==> config.mk <==
export PLATFORM = sky130hd
export DESIGN_NAME = rgb_status_seq
export DESIGN_NICKNAME = d
export VERILOG_FILES = /design/src/rtl/rgb_pkg.sv /design/src/rtl/tick_gen.sv /design/src/rtl/rgb_status_seq.sv
export SDC_FILE = /design/constraint.sdc
export NUM_CORES = 1
export LEC_CHECK = 0
export ABC_AREA = 0
export BUFFER_PORTS_ARGS = -buffer_cell sky130_fd_sc_hd__buf_2
export CORE_ASPECT_RATIO = 1.25
export CORE_UTILIZATION = 55
export CTS_CLUSTER_SIZE = 25
export DETAILED_ROUTE_END_ITERATION = 6
export GPL_TIMING_DRIVEN = 0
export PLACE_DENSITY = 0.74
export SYNTH_ARGS = -nofsm -noshare
export SYNTH_HDL_FRONTEND = slang
export SYNTH_SLANG_ARGS = --single-unit
==> constraint.sdc <==
create_clock -name clk -period 2.3 [get_ports clk]
set_input_delay 0.23 -clock clk [delete_from_list [all_inputs] [get_ports clk]]
set_output_delay 0.23 -clock clk [all_outputs]
set_load 0.01 [all_outputs]
==> src/rtl/rgb_pkg.sv <==
// rtl/rgb_pkg.sv - shared types, colour constants and status decode for rgb_status_seq
package rgb_pkg;

    localparam int COLOR_W = 3;
    localparam logic [COLOR_W-1:0] COLOR_MAX = 3'd7;

    typedef enum logic [1:0] {
        ST_OFF    = 2'd0,
        ST_NORMAL = 2'd1,
        ST_WARN   = 2'd2,
        ST_ALARM  = 2'd3
    } status_e;

    typedef enum logic [1:0] {
        S_OFF    = 2'd0,
        S_NORMAL = 2'd1,
        S_WARN   = 2'd2,
        S_ALARM  = 2'd3
    } state_e;

    // Each status code selects exactly one display state.
    function automatic state_e status_to_state(input status_e s);
        case (s)
            ST_OFF:    return S_OFF;
            ST_NORMAL: return S_NORMAL;
            ST_WARN:   return S_WARN;
            default:   return S_ALARM;
        endcase
    endfunction

endpackage

==> src/rtl/tick_gen.sv <==
// rtl/tick_gen.sv - animation prescaler emitting a one-cycle tick every TICK_DIV clocks
//   clk, rst : clock, synchronous active-high reset
//   clr      : restart the count from 0 (animation restart)
//   tick     : high for one cycle when the count is TICK_DIV-1
module tick_gen #(
    parameter int TICK_DIV = 1_000_000
) (
    input  logic clk,
    input  logic rst,
    input  logic clr,
    output logic tick
);

    localparam int W = $clog2(TICK_DIV);
    localparam logic [W-1:0] LAST = W'(TICK_DIV - 1);

    logic [W-1:0] cnt;

    always_ff @(posedge clk) begin
        if (rst || clr) begin
            cnt <= '0;
        end else if (cnt == LAST) begin
            cnt <= '0;
        end else begin
            cnt <= cnt + W'(1);
        end
    end

    assign tick = (cnt == LAST);

endmodule

==> src/rtl/rgb_status_seq.sv <==
// rtl/rgb_status_seq.sv - maps health status onto animated RGB levels for the PWM stage
//   clk, rst         : clock, synchronous active-high reset
//   status_valid     : strobe, status sampled when high
//   status           : 0=off 1=normal 2=warn 3=alarm
//   alarm_ack        : releases the sticky alarm
//   color_r/g/b      : registered 3-bit levels to the PWM stage
//   alarm_active     : high while the alarm state is held
module rgb_status_seq
    import rgb_pkg::*;
#(
    parameter int TICK_DIV = 1_000_000,
    parameter int BLINK_STEPS = 8,
    parameter logic [COLOR_W-1:0] NORMAL_LEVEL = 3'd4
) (
    input  logic               clk,
    input  logic               rst,
    input  logic               status_valid,
    input  logic [1:0]         status,
    input  logic               alarm_ack,
    output logic [COLOR_W-1:0] color_r,
    output logic [COLOR_W-1:0] color_g,
    output logic [COLOR_W-1:0] color_b,
    output logic               alarm_active
);

    localparam int BW = (BLINK_STEPS > 1) ? $clog2(BLINK_STEPS) : 1;
    localparam logic [BW-1:0] BLINK_LAST = BW'(BLINK_STEPS - 1);

    state_e             state;
    state_e             base_state;
    state_e             next_state;
    logic               ack_hit;
    logic               restart;
    logic               tick;
    logic [COLOR_W-1:0] level;
    logic               dir_down;
    logic [BW-1:0]      blink_cnt;
    logic               phase;

    // The ack is applied before the status request, so ack + status 3 is
    // evaluated against S_OFF and restarts the alarm from its dark phase.
    always_comb begin
        ack_hit    = alarm_ack && (state == S_ALARM);
        base_state = ack_hit ? S_OFF : state;
        next_state = base_state;
        if (status_valid && (base_state != S_ALARM)) begin
            next_state = status_to_state(status_e'(status));
        end
        restart = ack_hit || (next_state != base_state);
    end

    always_ff @(posedge clk) begin
        if (rst) begin
            state        <= S_OFF;
            alarm_active <= 1'b0;
        end else begin
            state        <= next_state;
            alarm_active <= (next_state == S_ALARM);
        end
    end

    tick_gen #(.TICK_DIV(TICK_DIV)) u_tick_gen (
        .clk  (clk),
        .rst  (rst),
        .clr  (restart),
        .tick (tick)
    );

    // Animation state; a restart wins over a coincident tick.
    always_ff @(posedge clk) begin
        if (rst || restart) begin
            level     <= '0;
            dir_down  <= 1'b0;
            blink_cnt <= '0;
            phase     <= 1'b0;
        end else if (tick) begin
            case (state)
                S_WARN: begin
                    if (!dir_down) begin
                        if (level != COLOR_MAX) level <= level + COLOR_W'(1);
                        if (level == COLOR_MAX - COLOR_W'(1)) dir_down <= 1'b1;
                    end else begin
                        if (level != '0) level <= level - COLOR_W'(1);
                        if (level == COLOR_W'(1)) dir_down <= 1'b0;
                    end
                end
                S_ALARM: begin
                    if (blink_cnt == BLINK_LAST) begin
                        blink_cnt <= '0;
                        phase     <= ~phase;
                    end else begin
                        blink_cnt <= blink_cnt + BW'(1);
                    end
                end
                default: ;
            endcase
        end
    end

    // Colours follow the state register one edge later.
    always_ff @(posedge clk) begin
        if (rst) begin
            color_r <= '0;
            color_g <= '0;
            color_b <= '0;
        end else begin
            color_r <= '0;
            color_g <= '0;
            color_b <= '0;
            case (state)
                S_NORMAL: color_g <= NORMAL_LEVEL;
                S_WARN: begin
                    color_r <= level;
                    color_g <= level >> 1;
                end
                S_ALARM: color_r <= phase ? COLOR_MAX : '0;
                default: ;
            endcase
        end
    end

endmodule

==> results of run 1 <==
==> stage by stage <==
step / std cells / setup WS [ns]
floorplan: 216 / 0.274
CTS: 275 / 0.0440
finish: 276 / 0.119
detailed placement: 265 / -0.0855
global placement: 265 / -0.0410
global route: 276 / 0.00932
==> cells by family after synthesis <==
family | Yosys count
multiplexers | 2
adder cells (fa/ha/maj) | 9
other | 1
XOR/XNOR | 13
buffers and inverters | 20
AND/OR/NAND/NOR | 95
flip-flops | 37
AO/OA/AOI/OAI | 37
==> cell usage after synthesis, drive strengths merged <==
master   n
a211oi   6
a21oi    8
a22oi    1
a311o    1
a311oi   2
a31oi    3
a41oi    2
and2     3
and3     1
and4     1
buf      6
clkbuf   7
conb     1
dfxtp   37
ha       9
inv      7
mux2     1
mux2i    1
nand2   12
nand2b   6
nand3    7
nand4   12
nand4b   1
nor2     8
nor2b    6
nor3    18
nor3b    3
nor4     7
nor4b    1
o21ai    7
o221ai   1
o31ai    6
or3      6
or4      3
xnor2   11
xor2     2
==> registers in the layout (all words and copies together) (netlist names) <==
signal and cells:
state 2, blink_cnt 3, alarm_active 1, dir_down 1, color_r 3, u_tick_gen.cnt 20
color_g 3, level 3, phase 1
==> timing repair <==
action                     in CTS  in global routing
hold endpoints to repair        0                  0
setup endpoints to repair      21                 22
buffers inserted                2                  1
gates resized for setup         0                  5
pin swaps                       1                  0
==> worst reg2reg max path: stages (launching register included) <==
cell,delay (ns)
dfxtp_1,0.38
ha_1,0.22
nand4_1,0.09
buf_4,0.17
or4_1,0.49
clkbuf_1,0.21
nor2_2,0.16
clkbuf_4,0.24
nor3_1,0.07
==> power by group <==
group	internal, mW	leakage, nW	switching [mW]
registers	0.647	0.299	0.00486
clock network	0.271	0.0542	0.228
logic	0.0248	0.359	0.0438
==> final timing paths <==
kind / end / slack, ns
max: u_tick_gen.cnt[2]$_SDFF_PP0_ / 0.12
min: state[0]$_SDFF_PP0_ / 0.20
max reg2reg: u_tick_gen.cnt[2]$_SDFF_PP0_ / 0.12
min reg2reg: blink_cnt[1]$_SDFFE_PP0N_ / 0.49
==> final cells by class <==
type                    count  area (µm²)  share of cell area (%)
plain buffers              13        68.8                    3.24
clock buffers               7        96.3                    4.53
clock inverters             1        5.00                   0.235
inverters                   7        26.3                    1.24
multi-input cells         159        1060                    49.9
flip-flops and latches     37         741                    34.8
well taps                  37        46.3                    2.18
repair buffers             15        82.6                    3.88
==> layer usage <==
metal	GRT usage (%)	wire length, µm
met3	5.18	122
met1	25.5	1620
met4	17.6	65
met5	0	0
met2	49.5	2270
==> results.cfg, run 1 <==
[hold_path]
min_from = rst
hp-class = in -> reg
hold_depth = 2

[setup_path]
critPathRequiredTime_ns = 2.45
reg2reg_depth = 8
r2r_start = u_tick_gen.cnt[0]$_SDFF_PP0_
crit_path_end_kind = flip-flop
critPathArrivalTime_ns = 2.33
crit_type = reg -> reg
path_buf_inv = 3
crit_cells = 8
cpLargestDelayFamily = simple AND/OR/NAND/NOR gates
start_kind = flip-flop
path_cells = ha_1 > nand4_1 > buf_4 > or4_1 > clkbuf_1 > nor2_2 > clkbuf_4 > nor3_1
critPathSlowestCell = or4_1
crit_start = u_tick_gen.cnt[0]$_SDFF_PP0_
cpPeakStageDelay_ns = 0.49
crit_fanout = 10

[timing]
fmax_ghz = 0.458
period_minus_slack_ns = 2.18
setup_viol = 0
final.period_utilization_pct = 94.8
hold_violations = 0
tns_ns = 0
fin_worst_skew_ns = 0.00610
tightest_slew_ns = 0.642
rsz0062_at_grt = false
timing.hold.ws_ns = 0.196
relSlewSlack_pct = 56.9
drv_slew = 0

[clock_tree]
holdBufCountCts = 0
cts_sinks = 37
clockBufferDepth = 2
clockRootBuffer = clkbuf_8
clk_latency_ns = 0.29
cts_tree = done
clk_pin_slew_ns = 0.07
cts.htree.levels = 2
cts_buffers = 5

[synthesis]
syn_avg_cell_area_um2 = 8.72
synthSimpleGateAreaFrac_pct = 28.6
synth_cell_types = 39
synth_fa_ha_area_share_pct = 6.03
synth_compound_area_share_pct = 13.4
muxShareOfSynthArea_pct = 1.14
yosys.area.top_type = dfxtp_1
synth_area_um2 = 1870
synth_top_family_by_area = simple AND/OR/NAND/NOR gates
synth-seq-cells = 37
yosysWarnings = 0
synthCells = 214
synth_area_leaders = dfxtp_1, ha_1, xnor2_1, nor3_1, nand4_1
synthXorXnorAreaFrac_pct = 6.10
ys_seq_area_share_pct = 39.7
yosysTopAreaCellShare_pct = 39.7

[outcome]
status = completed

[die]
initial_core_util_pct = 57.9
core_area_um2 = 3220
rows = 23
dieArea_um2 = 3630
boundaryPins = 16
die-width_um = 54.1
die_y_um = 67.1

[cells_and_area]
drive_gt1_share_pct = 14.2
final_util_pct = 66.0
diodes = 0
final_common_cell = dfxtp_1
area_growth_pct = 13.9
fill_cells = 285
finalInstanceArea_um2 = 2130
nNetsFinal = 253
mostFrequentLayoutCells = dfxtp_1, nor3_1, buf_2

[route]
postRouteAntennaNets = 0
drc_errors = 0
drtPass1Iterations = 4
routed_via_density = 6.12
wl_per_cell_um = 14.8
num_vias = 1690
drt-total-wl_um = 4080
drt_iter0_drc = 62

[power]
ir_drop_uv = 356
p_leak_nw = 0.712
p_total_mw = 1.22
p_per_area_nw_per_um2 = 574

[global_routing]
grt_max_degree = 12
grt_pass1_vias = 1712
grt_usage_pct = 26.7
grt_pass1_wl_um = 6960
grt_antenna_before_repair = 0
grt_overflow = 0

[place]
port_buffers = 12
gp_congestion = 0.773
placed_cell_area_um2 = 1980
hpwl_um = 2990

[job]
drv_cap = 0
Note: power is estimated with default switching activity, not from simulation.
==> run 2, diff against run 1 <==
Settings changed: CORE_ASPECT_RATIO 1.25 to not set, PLACE_DENSITY 0.74 to 0.75, SYNTH_HIERARCHICAL set to 1.
==> results.cfg, run 2 <==
[route]
drt_iter0_drc = 61
met3WireLength_um = 112
num_vias = 1445
drtPass1Iterations = 4
postRouteAntennaNets = 0
wl_met2_um = 1720
routed.top_layer = met4
met1_length_um = 1370
routed_via_density = 5.43
wl_per_cell_um = 12.4
drc_errors = 0
drt-total-wl_um = 3290

[synthesis]
synthCells = 201
yosysTopAreaCellShare_pct = 41.0
ys_seq_area_share_pct = 41.0
synth_area_leaders = dfxtp_1, ha_1, nor2_1, a21oi_1, xnor2_1
synth_area_um2 = 1810
syn_avg_cell_area_um2 = 8.99
synthFlopType = dfxtp_1
synthTopCellsByCount = dfxtp_1, nor2_1, nand2_1
synth_edf_count = 0
ys_async_sr_fraction_pct = 0
yosysMostFrequentCell = dfxtp_1
yosys.area.top_type = dfxtp_1
synth_cell_types = 43
yosysWarnings = 6
synth-seq-cells = 37

[die]
rows = 20
die_y_um = 59.3
die-width_um = 59.3
initial_core_util_pct = 58.7
core_area_um2 = 3080
boundaryPins = 16
dieArea_um2 = 3520

[clock_tree]
cts_buffers = 5
cts.htree.levels = 2
clockBufferDepth = 2
clockRootBuffer = clkbuf_4
clk_latency_ns = 0.33
cts_tree = done
cts_sinks = 37
clk_pin_slew_ns = 0.10
post_cts_buffers = 0

[global_routing]
grt_overflow = 0
grt_pass1_wl_um = 5840
grt_usage_pct = 22.3
grt_pass1_vias = 1483
grt_max_degree = 11
grt_antenna_before_repair = 0

[setup_path]
start_kind = flip-flop
crit_path_end_kind = flip-flop
crit_type = reg -> reg
path_cells = nand3_2 > or4b_4 > nor3_4 > nand2_2 > a311o_1 > xnor2_1 > nor2_1
crit_fanout = 6
cpLargestDelayFamily = simple AND/OR/NAND/NOR gates
cpPeakStageDelay_ns = 0.55
path_buf_inv = 0
critPathRequiredTime_ns = 2.52
critPathSlowestCell = or4b_4
critPathArrivalTime_ns = 2.39

[cells_and_area]
mostFrequentLayoutCells = dfxtp_1, nor2_1, nand2_1, a21oi_1, buf_2
multi_input_area_um2 = 1020
nNetsFinal = 240
stdcell_count = 266
regMostFlops = u_tick_gen/cnt
ff_latch_area_um2 = 744
diodes = 0
finalInstanceArea_um2 = 2010
fill_cells = 264
largest_reg_flops = 20
area_growth_pct = 11.4
final_common_cell = dfxtp_1
drive_gt1_share_pct = 20.3

[place]
port_buffers = 12
dp_cells = 259
gp_congestion = 0.816
placed_cell_area_um2 = 1930
preCtsSetupSlack_ns = -0.276
hpwl_um = 2430

[outcome]
status = completed

[timing]
setup_viol = 0
hold_violations = 0
worst_slack_ns = 0.135
fin_worst_skew_ns = 0.00296
timing.hold.ws_ns = 0.150
final.period_utilization_pct = 94.1
drv_slew = 0
period_minus_slack_ns = 2.16
rsz0062_at_grt = false
fmax_ghz = 0.462

[job]
drv_cap = 0

[power]
p_leak_nw = 0.747
ir_drop_uv = 390
p_per_area_nw_per_um2 = 526

[hold_path]
hp-class = in -> reg
-- run 2: changes by cell type after synthesis, moves of 6 or more --
cell / previous run / this run
nor2_1: 8 / 24
nor3_1: 18 / 8
a21oi_1: 8 / 16
clkbuf_1: 7 / 1
nand2b_1: 6 / 0
nand4_1: 12 / 3
-- run 2: final timing paths --
check / from / to / slack, ns / depth (start not counted)
min reg2reg: u_tick_gen/cnt[0]$_SDFF_PP0_ / u_tick_gen/cnt[0]$_SDFF_PP0_ / 0.44 / 1
min: status[1] / state[1]$_SDFF_PP0_ / 0.15 / 3
max: u_tick_gen/cnt[18]$_SDFF_PP0_ / level[0]$_SDFFE_PP0P_ / 0.14 / 7
max reg2reg: u_tick_gen/cnt[18]$_SDFF_PP0_ / level[0]$_SDFFE_PP0P_ / 0.14 / 7
-- run 2: where the power goes --
| part | internal [mW] | switching (mW) |
|---|---|---|
| Sequential | 0.647 | 0.00579 |
| Clock | 0.144 | 0.199 |
| Combinational | 0.0224 | 0.0391 |
-- run 2: area by class of cell --
type | count | area share [%]
Tap cell | 44 | 2.73
Buffer | 8 | 2.42
Sequential cell | 37 | 37.0
Inverter | 9 | 1.68
Multi-Input combinational cell | 149 | 50.5
Clock buffer | 7 | 2.73
Timing Repair Buffer | 12 | 2.98
-- run 2: tightest hold or removal path, cell delays in order --
cell	delay, ns
buf_2	0.09
a32oi_1	0.06
nor2_1	0.08
-- run 2: cells by family after synthesis --
| logic type | Yosys count | synth area share, % |
|---|---|---|
| flip-flops | 37 | 41.0 |
| buffers and inverters | 17 | 4.57 |
| other | 1 | 0.208 |
| AO/OA/AOI/OAI | 31 | 11.4 |
| XOR/XNOR | 16 | 7.76 |
| adder cells (fa/ha/maj) | 12 | 8.31 |
| AND/OR/NAND/NOR | 87 | 26.7 |
-- run 2: metrics by stage --
stage	TNS [ns]	total power [mW]	util, %
6_report	0	1.06	65.4
5_1_grt	0	1.11	65.4
4_1_cts	0	1.08	64.8
3_5_place_dp	-0.711	0.728	62.7
3_3_place_gp	-0.244	0.725	62.7
2_1_floorplan	0	0.710	-
-- run 2: routing by layer --
metal,up-vias,GRT usage [%]
li1,742,-
met1,666,22.8
met2,26,40.3
met3,11,6.99
met4,0,11.6
met5,-,0
-- run 2: what timing repair did --
action,in CTS,in global routing
gates resized for setup,2,7
pin swaps,0,3
hold buffers,0,0
endpoints found under the setup margin,5,2
==> run 3, diff against run 2 <==
--- a/config.mk
+++ b/config.mk
@@ -8,9 +8,10 @@
 export ABC_AREA = 0
 export BUFFER_PORTS_ARGS = -buffer_cell sky130_fd_sc_hd__buf_2
+export CORE_MARGIN = 5
 export CORE_UTILIZATION = 55
 export CTS_CLUSTER_SIZE = 25
 export DETAILED_ROUTE_END_ITERATION = 6
 export GPL_TIMING_DRIVEN = 0
-export PLACE_DENSITY = 0.75
+export PLACE_DENSITY_LB_ADDON = 0.3
 export SYNTH_ARGS = -nofsm -noshare
 export SYNTH_HDL_FRONTEND = slang
==> constraint.sdc (replaced) <==
create_clock -name clk -period 2.3 [get_ports clk]
set_input_delay 0.115 -clock clk [delete_from_list [all_inputs] [get_ports clk]]
set_output_delay 0.115 -clock clk [all_outputs]
set_load 0.01 [all_outputs]
==> results.cfg, run 3 (same netlist as run 2, synthesis figures left out) <==
[global_routing]
grt_usage_pct = 15.9
grt_antenna_before_repair = 0
grt_pass1_vias = 1312
met1_usage_pct = 20.6
grt_pass1_wl_um = 5530
use_met2_pct = 24.7
busiest_layer = met2
grt_overflow = 0
use_met3_pct = 4.33
grt_max_degree = 11

[power]
p_sw_share_pct = 23.5
p_per_area_nw_per_um2 = 514
p_leak_nw = 0.753
seqPwrFrac_pct = 63.1
netSwitchingPower_mw = 0.243
p_int_mw = 0.790
ir_drop_uv = 376
clkPwrFrac_pct = 31.0
combinationalPowerShare_pct = 5.9

[setup_path]
crit_type = reg -> reg
crit_fanout = 5
r2r_start = u_tick_gen/cnt[17]$_SDFF_PP0_
critPathArrivalTime_ns = 2.39
critPathRequiredTime_ns = 2.51
regToRegEndpoint = level[0]$_SDFFE_PP0P_
start_kind = flip-flop
crit_path_end_kind = flip-flop
reg2reg_depth = 7
rrSetupSlack_ns = 0.12

[cells_and_area]
area_growth_pct = 11.3
nNetsFinal = 242
largest_reg_flops = 20
diodes = 0
final_common_cell = dfxtp_1
regMostFlops = u_tick_gen/cnt
mostFrequentLayoutCells = dfxtp_1, nor2_1, nand2_1
drive_gt1_share_pct = 18.7
finalInstanceArea_um2 = 2010
final_util_pct = 64.8

[hold_path]
whs_endpoint = state[1]$_SDFF_PP0_
min_from = status[1]
hp-class = in -> reg
hold_depth = 3

[route]
drt-total-wl_um = 3170
drtPass1Iterations = 5
routed_via_density = 5.28
drc_errors = 0
wl_per_cell_um = 11.8
postRouteAntennaNets = 0
drt_iter0_drc = 99
num_vias = 1421

[timing]
drv_slew = 0
tns_ns = 0
rsz0062_at_grt = false
timing.hold.ws_ns = 0.0608
period_minus_slack_ns = 2.18
hold_violations = 0
worst_slack_ns = 0.121
setup_viol = 0
fin_worst_skew_ns = 0.00921
fmax_ghz = 0.459
final.period_utilization_pct = 94.7

[place]
preCtsSetupSlack_ns = -0.156
placed_cell_area_um2 = 1930
gp_congestion = 0.755
hpwl_um = 2280
port_buffers = 12

[die]
core_area_um2 = 3100
dieArea_um2 = 4530
die-width_um = 67.3
initial_core_util_pct = 58.2
die_y_um = 67.3
boundaryPins = 16
rows = 20

[clock_tree]
cts.htree.levels = 2
clockBufferDepth = 2
cts_buffers = 5
cts_sinks = 37
holdBufCountCts = 0
clk_latency_ns = 0.34
clockRootBuffer = clkbuf_4
cts_tree = done
clk_pin_slew_ns = 0.10

[job]
drv_cap = 0

[outcome]
status = completed
## run 3: changes by cell type in the layout (fill, tap and decap cells not counted), sizes merged
cell | previous run | this run
buf | 18 | 20
clkbuf | 9 | 10
## run 3: how the worst max path moves through the flow
| stage | from | to | slack (ns) | cells past startpoint |
|---|---|---|---|---|
| 2_1_floorplan | u_tick_gen/cnt[16]$_SDFF_PP0_ | level[1]$_SDFFE_PP0P_ | 0.12 | 7 |
| 3_3_place_gp | u_tick_gen/cnt[16]$_SDFF_PP0_ | level[0]$_SDFFE_PP0P_ | -0.15 | 7 |
| 3_5_place_dp | u_tick_gen/cnt[16]$_SDFF_PP0_ | level[1]$_SDFFE_PP0P_ | -0.16 | 7 |
| 4_1_cts | u_tick_gen/cnt[16]$_SDFF_PP0_ | level[0]$_SDFFE_PP0P_ | 0.03 | 7 |
| 5_1_grt | u_tick_gen/cnt[17]$_SDFF_PP0_ | level[0]$_SDFFE_PP0P_ | 0.002 | 7 |
| 6_report | u_tick_gen/cnt[17]$_SDFF_PP0_ | level[0]$_SDFFE_PP0P_ | 0.12 | 7 |
## run 3: cell type report
cell class	instances	area [µm²]
inverters	9	33.8
flip-flops and latches	37	743
fillers	280	1090
repair buffers	14	75.1
clock buffers	8	48.8
plain buffers	8	48.8
multi-input cells	149	1010
well taps	44	55.1
## run 3: worst max-delay path, cell delays in order, from the launching register on
cell	delay, ns
dfxtp_2	0.37
nand3_1	0.12
or4b_4	0.56
nor3_4	0.30
nand2_2	0.10
a311o_1	0.39
xnor2_1	0.16
nor2_1	0.05
## run 3: per-stage QoR
| stage | total power [mW] | instances |
|---|---|---|
| floorplan | 0.710 | 203 |
| global placement | 0.727 | 259 |
| detailed placement | 0.728 | 259 |
| CTS | 1.04 | 267 |
| global route | 1.08 | 269 |
| finish | 1.03 | 269 |
## run 3: per-layer routing
metal	up-vias	wire length [µm]	share of wire (%)
met1	641	1600	51
met4	0	4	0.13
li1	751	-	-
met2	27	1390	44
met5	-	0	0
met3	2	168	5.3
## run 3: repair_timing
action	in CTS	in global routing
buffers inserted	0	2
endpoints found under the setup margin	3	2
pin swaps	0	1
endpoints found under the hold margin	0	0
resized for setup	1	4
## run 3: power groups by stage
stage | Sequential (mW) | Combinational (mW) | Clock (mW)
floorplan | 0.667 | 0.0434 | 0
global placement | 0.667 | 0.0599 | 0
detailed placement | 0.667 | 0.0605 | 0
CTS | 0.652 | 0.0606 | 0.328
global route | 0.654 | 0.0694 | 0.358
finish | 0.652 | 0.0607 | 0.321
